$ cat src/rtl/sobel_pkg.sv
// Shared types and constants for the 3x3 window fetcher: FSM states,
// window geometry, and slot-index to (row, column) helpers.
package sobel_pkg;

    typedef enum logic [2:0] {
        IDLE  = 3'd0,
        ISSUE = 3'd1,
        WAIT  = 3'd2,
        RDONE = 3'd3,
        MOVE  = 3'd4
    } state_t;

    localparam int WIN_PIXELS  = 9;
    localparam int COL_FETCHES = 3;

    // Window slots are numbered row-major: slot = 3*r + c.
    function automatic logic [1:0] slot_row(input logic [3:0] slot);
        logic [3:0] q;
        q = slot / 4'd3;
        return q[1:0];
    endfunction

    function automatic logic [1:0] slot_col(input logic [3:0] slot);
        logic [3:0] rem;
        rem = slot % 4'd3;
        return rem[1:0];
    endfunction

endpackage

$ cat src/rtl/fetch_addr_gen.sv
// Pixel address generator: base + (row+r)*width + (col+c), wrapping in 16 bits.
// The address is registered on load so it is stable for the whole request cycle.
module fetch_addr_gen (
    input  logic        clk,
    input  logic        n_rst,
    input  logic        load,
    input  logic [9:0]  col,
    input  logic [9:0]  row,
    input  logic [1:0]  r,
    input  logic [1:0]  c,
    input  logic [9:0]  width,
    input  logic [15:0] base,
    output logic [15:0] mem_addr
);

    logic [15:0] addr_next;

    always_comb begin
        addr_next = base + (16'(row) + 16'(r)) * 16'(width) + 16'(col) + 16'(c);
    end

    always_ff @(posedge clk or negedge n_rst) begin
        if (!n_rst) begin
            mem_addr <= '0;
        end else if (load) begin
            mem_addr <= addr_next;
        end
    end

endmodule

$ cat src/rtl/window_fetch.sv
// 3x3 pixel window fetcher: full-window or right-column refills over a
// single-outstanding read port, plus raster-order window position stepping.
module window_fetch
    import sobel_pkg::*;
(
    input  logic        clk,
    input  logic        n_rst,
    input  logic        load_initial,
    input  logic        start_9_read,
    input  logic        start_i_read,
    input  logic        start_move,
    input  logic [9:0]  image_width,
    input  logic [9:0]  image_height,
    input  logic [15:0] base_addr,
    output logic        mem_read_en,
    output logic [15:0] mem_addr,
    input  logic [7:0]  mem_rdata,
    input  logic        mem_rvalid,
    output logic [71:0] window,
    output logic        read_data_done,
    output logic        move_done,
    output logic        all_done,
    output logic        busy
);

    state_t      state_reg;
    logic [9:0]  width_reg;
    logic [9:0]  height_reg;
    logic [15:0] base_reg;
    logic [9:0]  col_reg;
    logic [9:0]  row_reg;
    logic [3:0]  slot_reg;
    logic [3:0]  left_reg;
    logic        mode9_reg;
    logic [7:0]  pix_reg [WIN_PIXELS];

    logic        addr_load;
    logic [3:0]  slot_next;

    // Select the slot of the fetch about to be issued so its address
    // lands in the address register on the same edge as mem_read_en.
    always_comb begin
        addr_load = 1'b0;
        slot_next = slot_reg;
        case (state_reg)
            IDLE: begin
                if (!load_initial) begin
                    if (start_9_read) begin
                        addr_load = 1'b1;
                        slot_next = 4'd0;
                    end else if (start_i_read) begin
                        addr_load = 1'b1;
                        slot_next = 4'd2;
                    end
                end
            end
            WAIT: begin
                if (mem_rvalid && left_reg > 4'd1) begin
                    addr_load = 1'b1;
                    slot_next = slot_reg + (mode9_reg ? 4'd1 : 4'd3);
                end
            end
            default: ;
        endcase
    end

    fetch_addr_gen u_addr (
        .clk      (clk),
        .n_rst    (n_rst),
        .load     (addr_load),
        .col      (col_reg),
        .row      (row_reg),
        .r        (slot_row(slot_next)),
        .c        (slot_col(slot_next)),
        .width    (width_reg),
        .base     (base_reg),
        .mem_addr (mem_addr)
    );

    always_ff @(posedge clk or negedge n_rst) begin
        if (!n_rst) begin
            state_reg      <= IDLE;
            width_reg      <= '0;
            height_reg     <= '0;
            base_reg       <= '0;
            col_reg        <= '0;
            row_reg        <= '0;
            slot_reg       <= '0;
            left_reg       <= '0;
            mode9_reg      <= 1'b0;
            mem_read_en    <= 1'b0;
            read_data_done <= 1'b0;
            move_done      <= 1'b0;
            all_done       <= 1'b0;
            for (int i = 0; i < WIN_PIXELS; i++) begin
                pix_reg[i] <= '0;
            end
        end else begin
            mem_read_en    <= 1'b0;
            read_data_done <= 1'b0;
            move_done      <= 1'b0;
            all_done       <= 1'b0;
            case (state_reg)
                IDLE: begin
                    if (load_initial) begin
                        width_reg  <= image_width;
                        height_reg <= image_height;
                        base_reg   <= base_addr;
                        col_reg    <= '0;
                        row_reg    <= '0;
                    end else if (start_9_read) begin
                        mode9_reg   <= 1'b1;
                        slot_reg    <= 4'd0;
                        left_reg    <= 4'(WIN_PIXELS);
                        mem_read_en <= 1'b1;
                        state_reg   <= ISSUE;
                    end else if (start_i_read) begin
                        pix_reg[0]  <= pix_reg[1];
                        pix_reg[1]  <= pix_reg[2];
                        pix_reg[3]  <= pix_reg[4];
                        pix_reg[4]  <= pix_reg[5];
                        pix_reg[6]  <= pix_reg[7];
                        pix_reg[7]  <= pix_reg[8];
                        mode9_reg   <= 1'b0;
                        slot_reg    <= 4'd2;
                        left_reg    <= 4'(COL_FETCHES);
                        mem_read_en <= 1'b1;
                        state_reg   <= ISSUE;
                    end else if (start_move) begin
                        // Width/height below 3 wrap the compare bound to a large
                        // value, so col just counts on and nothing stalls.
                        if (col_reg < width_reg - 10'd3) begin
                            col_reg <= col_reg + 10'd1;
                        end else begin
                            col_reg <= '0;
                            if (row_reg >= height_reg - 10'd3) begin
                                row_reg  <= '0;
                                all_done <= 1'b1;
                            end else begin
                                row_reg <= row_reg + 10'd1;
                            end
                        end
                        move_done <= 1'b1;
                        state_reg <= MOVE;
                    end
                end
                ISSUE: begin
                    state_reg <= WAIT;
                end
                WAIT: begin
                    if (mem_rvalid) begin
                        pix_reg[slot_reg] <= mem_rdata;
                        left_reg          <= left_reg - 4'd1;
                        if (left_reg > 4'd1) begin
                            slot_reg    <= slot_next;
                            mem_read_en <= 1'b1;
                            state_reg   <= ISSUE;
                        end else begin
                            read_data_done <= 1'b1;
                            state_reg      <= RDONE;
                        end
                    end
                end
                RDONE: begin
                    state_reg <= IDLE;
                end
                MOVE: begin
                    state_reg <= IDLE;
                end
                default: begin
                    state_reg <= IDLE;
                end
            endcase
        end
    end

    assign busy = (state_reg != IDLE);

    genvar gi;
    generate
        for (gi = 0; gi < WIN_PIXELS; gi++) begin : g_pack
            assign window[gi*8 +: 8] = pix_reg[gi];
        end
    endgenerate

endmodule

$ cat config.mk
export PLATFORM = sky130hd
export DESIGN_NAME = window_fetch
export DESIGN_NICKNAME = d
export VERILOG_FILES = /design/src/rtl/sobel_pkg.sv /design/src/rtl/fetch_addr_gen.sv /design/src/rtl/window_fetch.sv
export SDC_FILE = /design/constraint.sdc
export NUM_CORES = 1
export LEC_CHECK = 0
export ABC_CLOCK_PERIOD_IN_PS = 16800
export BUFFER_PORTS_ARGS = -buffer_cell sky130_fd_sc_hd__buf_2
export CAP_MARGIN = 15
export CORE_MARGIN = 2
export CORE_UTILIZATION = 30
export CTS_BUF_LIST = sky130_fd_sc_hd__clkbuf_2
export CTS_CLUSTER_DIAMETER = 80
export DETAILED_ROUTE_END_ITERATION = 8
export SLEW_MARGIN = 30
export SYNTH_ARGS = -nofsm -noshare
export SYNTH_HDL_FRONTEND = slang
export SYNTH_HIERARCHICAL = 1
export SYNTH_SLANG_ARGS = --single-unit
$ cat constraint.sdc
create_clock -name clk -period 16.8 [get_ports clk]
set_clock_uncertainty 0.15 [all_clocks]
set_input_delay 3.36 -clock clk [delete_from_list [all_inputs] [get_ports clk]]
set_output_delay 3.36 -clock clk [all_outputs]
set_load 0.05 [all_outputs]
# Yosys cells after proc, flatten, opt, wreduce, memory -nomap -nowiden
# Cells that the tools add are included.
# word_totals
ff_bits	160
input_bits	51
word_cells	144
# classes
add_sub_neg	10
multipliers	1
div	2
magnitude_cmp	5
eq_ne	12
mux	73
n_bitwise	2
reduce_logical	16
# ops
operator	n
16-bit two-way mux	9
10-bit two-way mux	11
16-bit case mux with 2 select lines	3
72-bit bitwise mux	1
72-bit two-way mux	1
4-bit two-way mux	10
8-bit demux with 4-bit select	1
4-bit case mux with 2 select lines	3
1-bit two-way mux	23
10-bit by 1-bit adder with 10-bit output, second input constant	2
10-bit by 2-bit subtractor with 10-bit output, second input constant	2
16-bit by 10-bit adder with 16-bit output	1
16-bit adder	1
16-bit by 2-bit adder with 16-bit output	1
16-bit by 10-bit multiplier with 16-bit output	1
2-bit inequality test, second input constant	8
3-bit two-way mux	5
10-bit by 2-bit adder with 11-bit output	1
10-bit greater-or-equal comparator	1
10-bit < comparator	1
5-bit AND reduction	2
3-bit case mux with 3 select lines	1
3-bit AND reduction	3
8-bit two-way mux	1
other kinds (21)	28

# Depth between registers and ports, before layout
# Gate-level depths: netlist of run 1.
# depth
depth_word	10
ltp_mapped	39
mapped_depth_nobuf	39

# Modules after synthesis
# Netlist of run 1, hierarchy kept.
# modules_own_cells
module	instances	cells_per_inst	area_per_inst_um2
window_fetch	1	682	7303.3
fetch_addr_gen	1	496	4574.4

# Least setup slack after synthesis of run 1
# OpenSTA, ideal clock, no wires.
# synth_timing
path_type	input-to-reg
start	input mem_rvalid
end	register u_addr.mem_addr[14]
arrival_ns	10.577
required_time_ns	16.509
path_slack_ns	5.932
cell_stages	34
path_cell_list	o31ai_4 -> or4_1 -> o211ai_2 -> inv_1 -> nor2_1 -> ha_1 -> inv_1 -> ha_1 -> and2_1 -> a21o_1 -> ha_1 -> or2_1 -> ha_1 -> fa_1 -> and4_4 -> nand2_1 -> xnor2_2 -> nand2_1 -> fa_1 -> inv_1 -> fa_1 -> fa_1 -> fa_1 -> inv_1 -> fa_1 -> inv_1 -> ha_1 -> a21oi_1 -> inv_1 -> a2111oi_0 -> a21oi_1 -> o311ai_1 -> xor2_1 -> a21oi_1
# synth_between
elab_chain_len	9
word_cells_on_any_way	12
# synth_rtl
element	line_no	source
from (decl)	window_fetch.sv:18	input logic mem_rvalid,
1-bit logical AND (*)	window_fetch.sv:58	if (mem_rvalid && left_reg > 4'd1) begin
4-bit two-way mux	window_fetch.sv:58	
4-bit case mux with 2 select lines	window_fetch.sv:45	case (state_reg)
4-bit by 2-bit divider with 4-bit output	sobel_pkg.sv:19	q = slot / 4'd3;
10-bit by 2-bit adder with 11-bit output	fetch_addr_gen.sv:19	addr_next = base + (16'(row) + 16'(r)) * 16'(width) + 16'(col) + 16'(c);
16-bit by 10-bit multiplier with 16-bit output	fetch_addr_gen.sv:19	
16-bit adder	fetch_addr_gen.sv:19	
16-bit by 10-bit adder with 16-bit output	fetch_addr_gen.sv:19	
16-bit by 2-bit adder with 16-bit output	fetch_addr_gen.sv:19	
to (signal assigned)	fetch_addr_gen.sv:26	mem_addr <= addr_next;
to (decl)	fetch_addr_gen.sv:13	output logic [15:0] mem_addr
# Every way passes the cells marked *; elsewhere a longest branch is shown, timed or not.
# A chain may end at the register's enable or synchronous reset.

# Worst setup path after layout of run 1
# Ends and elaborated chain as after synthesis.

==> reports/results.tsv, run 1 <==
metric	value	unit
CTS tree	built	
Overflow after GRT	0	
Rel. slew slack	0.4601	
number of endpoints failing setup at the final stage	0	
Most common cell on crit path	fa_1	
CP required	17.35	ns
DP Wirelength	22.66	mm
Max Cap Violations	0	
DR WL met3	1.985	mm
register area	4004	um2
crit path kind	input pin to flip-flop	
post-route ant nets	0	
Critical R2R Launch	slot_reg[1]$_DFFE_PN0P_	
DRT Wirelength	29.44	mm
Largest register FFs	72	
Slew Limit Fails	0	
number of distinct library cells after synthesis	81	
standard-cell rows	72	
area growth from synthesis to layout	12.15	%
Seq/Total Area, Yosys	0.3371	
DR iter-0 viols	316	
Critical Path End Type	flip-flop	
final hold violation count	0	
Post-CTS Setup Inserts	0	
Initial Utilization	0.3059	
syn nets	1390	
worst skew pair latency	0.86	ns
Syn Inst Count	1178	
global-route wire length before repair	49.45	mm
Commonest cells post-synth	dfrtp_1, inv_1, nand2_1	
largest net degree at the start of global routing	87	
Worst-path clk slew	0.21	ns
Die Height	203.0	um
Peak Freq	0.09190	GHz
WL/cell	16.06	um
IO Count	144	
Synth top area share	0.3371	
synthesis-stage register bit count	160	
FILL cells	3962	
worst min path class	flip-flop to flip-flop	
ranking of synthesized cells by area	dfrtp_1, fa_1, ha_1	
Via Count	8812	
Post-synth EDFFs	0	
proportion of layout cells with a drive suffix above 1	0.2224	
Tot GR Track Use	0.1511	
CTS HTree Levels	4	
vias in the first global route	9143	
Mapped Avg Cell Area	10.08	um2
Die ar.	41200	um2
most common cell in the netlist	dfrtp_1	
main flop type after synthesis	dfrtp_1	
CP arrival	11.44	ns
Final nets	1512	
post-cts hold buffer count	0	
area of the multi-input gates	7109	um2
warnings from Yosys	6	
met2 routed WL	14.00	mm
Root Buffer	clkbuf_2	
hold_sp	u_addr/mem_addr[6]$_DFFE_PN0P_	
Largest stage delay, worst path	0.63	ns
max layer used	met5	
RSZ-0062 raised after global routing	no	
crit path launch	mem_rvalid	
met1 WL	13.00	mm
final worst-path cycle share	0.6477	
clk sinks	160	
CTS max path bufs	2	
area leader, netlist	dfrtp_1	
Fin Setup TNS	0	ns
die width	203.0	um
crit path time final	10.88	ns
outcome	finished, final reports clean	
vias per inst	4.807	
port buffer count	143	
nature of the critical path startpoint	input pin	
Worst-Margin Slew	0.8098	ns
first drt pass iteration count	5	
DRC	0	
CP max stage cell	xor2_1	
core area	38830	um2
post-cts gate resize count	0	
Mapped Area	11880	um2
GPL Wtd Cong	0.8437	
TritonCTS buffer count	17	
ys async rst share	1.000	
antenna violations before repair	5	
CP max FO	10	
## cells by family (layout without fill, tap and decap cells)
family | Yosys count | after routing | share of synthesized area
compound gates | 220 | 220 | 0.1250
buf+inv | 194 | 329 | 0.06489
fa+ha+maj | 161 | 161 | 0.2265
flops | 160 | 160 | 0.3371
other cells | 0 | 2 | 0
mux | 74 | 74 | 0.07037
xor+xnor | 49 | 49 | 0.04077
simple gates | 320 | 320 | 0.1354
## cells in the final DEF, fill, tap and decap left out, types with 4 or more instances in the layout
| cell | count |
|---|---|
| a21o_1 | 11 |
| a21oi_1 | 64 |
| a21oi_2 | 5 |
| a22o_1 | 6 |
| a22oi_1 | 48 |
| a31oi_1 | 4 |
| and2_1 | 32 |
| and3_1 | 6 |
| buf_2 | 142 |
| clkbuf_2 | 18 |
| dfrtp_1 | 160 |
| fa_1 | 90 |
| ha_1 | 71 |
| inv_1 | 151 |
| inv_6 | 5 |
| mux2_2 | 72 |
| nand2_1 | 111 |
| nand2b_1 | 8 |
| nand3_1 | 18 |
| nand4_1 | 7 |
| nor2_1 | 73 |
| nor2b_1 | 10 |
| nor3_1 | 11 |
| nor3_2 | 5 |
| nor4_1 | 4 |
| nor4b_1 | 5 |
| o21a_1 | 4 |
| o21ai_0 | 21 |
| o21ai_1 | 9 |
| o21bai_1 | 6 |
| o31ai_1 | 7 |
| or2_2 | 5 |
| xnor2_1 | 35 |
| xor2_1 | 9 |
## cell type report
| cell class | count | share of cell area |
|---|---|---|
| clock buffer | 18 | 0.006763 |
| tap | 518 | 0.04866 |
| antenna | 2 | 0.0003757 |
| inverter | 151 | 0.04255 |
| sequential | 160 | 0.3006 |
| multi-input combinational | 824 | 0.5337 |
| clock inverter | 14 | 0.01118 |
| timing repair buffer | 146 | 0.05617 |
## per-layer routing
metal  global-route usage  vias up
li1                     -     4204
met1               0.1936     4367
met4              0.03910        6
met5                    0        -
met2               0.2476      207
met3              0.04687       28
## critical path: cells and delay by family
kind                     cells  cell delay, ns
AND/OR/NAND/NOR              5            1.30
adder cells (fa/ha/maj)     11            4.17
AO/OA/AOI/OAI                8            1.33
XOR/XNOR                     2            0.82
buffers and inverters        6            0.45
## per-stage QoR
step | cell area [um2] | hold WS [ns] | utilization | cells | setup WS [ns]
4_1_cts | 13310 | 0.3901 | 0.3428 | 1831 | 6.012
3_5_place_dp | 13070 | 0.3432 | 0.3367 | 1799 | 5.053
5_1_grt | 13320 | 0.4015 | 0.3431 | 1833 | 5.432
2_1_floorplan | 11880 | 0.3230 | - | 1178 | 5.932
3_3_place_gp | 13070 | 0.3329 | 0.3367 | 1799 | 5.341
6_report | 13320 | 0.3805 | 0.3431 | 1833 | 5.918
## final timing paths
path | to | slack [ns] | depth (start not counted)
max | u_addr/mem_addr[14]$_DFFE_PN0P_ | 5.92 | 32
min | u_addr/mem_addr[6]$_DFFE_PN0P_ | 0.38 | 1
max reg2reg | u_addr/mem_addr[14]$_DFFE_PN0P_ | 7.28 | 32
min reg2reg | u_addr/mem_addr[6]$_DFFE_PN0P_ | 0.38 | 1
max in group asynchronous | window[10]$_DFFE_PN0P_ | 12.92 | 2
min in group asynchronous | slot_reg[2]$_DFFE_PN0P_ | 2.38 | 1
Power of run 1 is left out: the tool's default activity adds up to more than one toggle a clock period on the data nets, which glitch-free logic cannot reach.
==> run 2: changes to the inputs <==
--- a/config.mk
+++ b/config.mk
@@ -5,7 +5,8 @@
 export SDC_FILE = /design/constraint.sdc
 export NUM_CORES = 1
 export LEC_CHECK = 0
-export ABC_CLOCK_PERIOD_IN_PS = 16800
+export ABC_AREA = 1
+export ABC_CLOCK_PERIOD_IN_PS = 9400
 export BUFFER_PORTS_ARGS = -buffer_cell sky130_fd_sc_hd__buf_2
 export CAP_MARGIN = 15
 export CORE_MARGIN = 2
==> constraint.sdc (replaced) <==
create_clock -name clk -period 9.4 [get_ports clk]
set_clock_uncertainty 0.15 [all_clocks]
set_input_delay 1.88 -clock clk [delete_from_list [all_inputs] [get_ports clk]]
set_output_delay 1.88 -clock clk [all_outputs]
set_load 0.05 [all_outputs]
==> run 2 against run 1 <==
Effect of this change: first-iteration DRC count rose by 66%; non-clock buffer count grew 17; highest routed layer unchanged; area after synthesis is 2.6% higher; via count grew 13%; sequential share of layout area decreased by 1.0 points; synthesized cell count rose by 22%.
==> reports/results.tsv, run 2 <==
metric	value	unit
outcome	finished, final reports clean	
Overflow after GRT	0	
CP max stage cell	fa_1	
crit path time final	8.607	ns
worst skew pair latency	0.90	ns
Final nets	1784	
DRT Wirelength	31.83	mm
Hold WS	0.3693	ns
vias per inst	4.707	
post-route ant nets	0	
antenna violations before repair	3	
post-cts hold buffer count	0	
largest net degree at the start of global routing	72	
Synth top area share	0.3285	
final instance area	13790	um2
Tot GR Track Use	0.1570	
final hold violation count	0	
ranking of synthesized cells by area	dfrtp_1, fa_1, nand2_1	
Syn Inst Count	1432	
Setup WS pre-CTS	-0.1152	ns
Via Count	9937	
Mapped Area	12190	um2
standard-cell rows	73	
global-route wire length before repair	52.07	mm
placed cell area	13510	um2
area growth from synthesis to layout	13.12	%
commonest non-fill, non-tap cell in the layout	nand2_1	
Peak Freq	0.1162	GHz
area leader, netlist	dfrtp_1	
Worst-path clk slew	0.24	ns
nature of the critical path startpoint	input pin	
syn nets	1644	
worst min path class	flip-flop to flip-flop	
RSZ-0062 raised after global routing	no	
DR iter-0 viols	523	
IO Count	144	
post-route insts no fill	2111	
Commonest cells post-synth	nand2_1, inv_1, dfrtp_1	
Die Height	205.6	um
number of endpoints failing setup at the final stage	0	
Seq/Total Area, Yosys	0.3285	
Critical Path End Type	flip-flop	
Post-synth EDFFs	0	
Max Cap Violations	0	
CTS HTree Levels	4	
CTS tree	built	
CP arrival	9.24	ns
WL/cell	15.08	um
CP required	10.03	ns
ys async rst share	1.000	
Post-CTS Setup Inserts	0	
Rel. slew slack	0.5296	
TritonCTS buffer count	17	
Mapped Avg Cell Area	8.510	um2
CP max FO	6	
Most common cell on crit path	nand2_1	
crit path kind	input pin to flip-flop	
Root Buffer	clkbuf_2	
slack of the critical path	0.7932	ns
post-cts gate resize count	0	
Slew Limit Fails	0	
final worst-path cycle share	0.9156	
warnings from Yosys	6	
vias in the first global route	10090	
CTS max path bufs	2	
Initial Utilization	0.3053	
Worst-Margin Slew	0.7004	ns
clk sinks	160	
most frequent cells in the layout	nand2_1, inv_1, dfrtp_1	
GPL Wtd Cong	0.9084	
Die ar.	42250	um2
most common cell in the netlist	nand2_1	
main flop type after synthesis	dfrtp_1	
DRC	0	
Largest stage delay, worst path	0.55	ns
port buffer count	143	
first drt pass iteration count	5	
placed insts	2078	
number of distinct library cells after synthesis	52	
synthesis-stage register bit count	160	
core area	39910	um2
Largest register FFs	72	
proportion of layout cells with a drive suffix above 1	0.1886	
DP Wirelength	24.55	mm
die width	205.6	um
==> run 2: cell count changes in the layout (fill, tap and decap cells not counted), sizes merged, moves of 8 or more <==
cell and delta:
a21oi -33, a22oi -48, a31oi +46, and2 -36, buf +17, inv +101, mux2 -23, nand2 +187
nand2b -8, nand3 +79, nor2 +73, nor2b -10, xnor2 -29, xor2 +19
==> run 2: worst paths after layout <==
| path | startpoint | end | slack (ns) | cells past startpoint |
|---|---|---|---|---|
| max | load_initial | u_addr/mem_addr[14]$_DFFE_PN0P_ | 0.79 | 46 |
| min in group asynchronous | n_rst | u_addr/mem_addr[1]$_DFFE_PN0P_ | 0.80 | 1 |
| min reg2reg | u_addr/mem_addr[14]$_DFFE_PN0P_ | u_addr/mem_addr[14]$_DFFE_PN0P_ | 0.37 | 2 |
| max reg2reg | slot_reg[0]$_DFFE_PN0P_ | u_addr/mem_addr[14]$_DFFE_PN0P_ | 0.84 | 45 |
| max in group asynchronous | n_rst | window[54]$_DFFE_PN0P_ | 6.60 | 3 |
| min | u_addr/mem_addr[14]$_DFFE_PN0P_ | u_addr/mem_addr[14]$_DFFE_PN0P_ | 0.37 | 2 |
==> run 2: through the flow <==
stage                       util  setup TNS, ns
after global routing      0.3454              0
final                     0.3454              0
after detailed placement  0.3385        -0.1564
after CTS                 0.3453              0
after floorplan                -              0
after global placement    0.3385              0
==> run 2: worst max-delay path, delay by kind of cell <==
| family | cells | cell delay (ns) |
|---|---|---|
| compound gates | 4 | 0.58 |
| fa+ha+maj | 11 | 3.80 |
| buf+inv | 9 | 0.69 |
| simple gates | 22 | 2.29 |
==> run 2: cells by family after synthesis <==
family | synth area share
muxes | 0.04620
AOI/OAI and AO/OA | 0.06715
xor gates and xnor gates | 0.02793
buffers and inverters | 0.09630
DFF | 0.3285
adders and majority gates | 0.2207
and+or+nand+nor | 0.2131
==> run 2: final cells by class <==
| type | count | area, um2 |
|---|---|---|
| Antenna cell | 1 | 2.502 |
| Clock buffer | 17 | 85.08 |
| Clock inverter | 15 | 187.7 |
| Fill cell | 4150 | 26130 |
| Inverter | 255 | 960.9 |
| Multi-Input combinational cell | 975 | 7017 |
| Sequential cell | 160 | 4004 |
| Tap cell | 525 | 656.9 |
| Timing Repair Buffer | 163 | 872.1 |
==> run 2: layer usage <==
layer,track usage,vias up,wire (um)
met3,0.03991,34,1972
met4,0.04548,4,444
met1,0.1989,4838,14240
met5,0,-,30
li1,-,4815,-
met2,0.2638,246,15140
Power of run 2 is left out for the same reason.
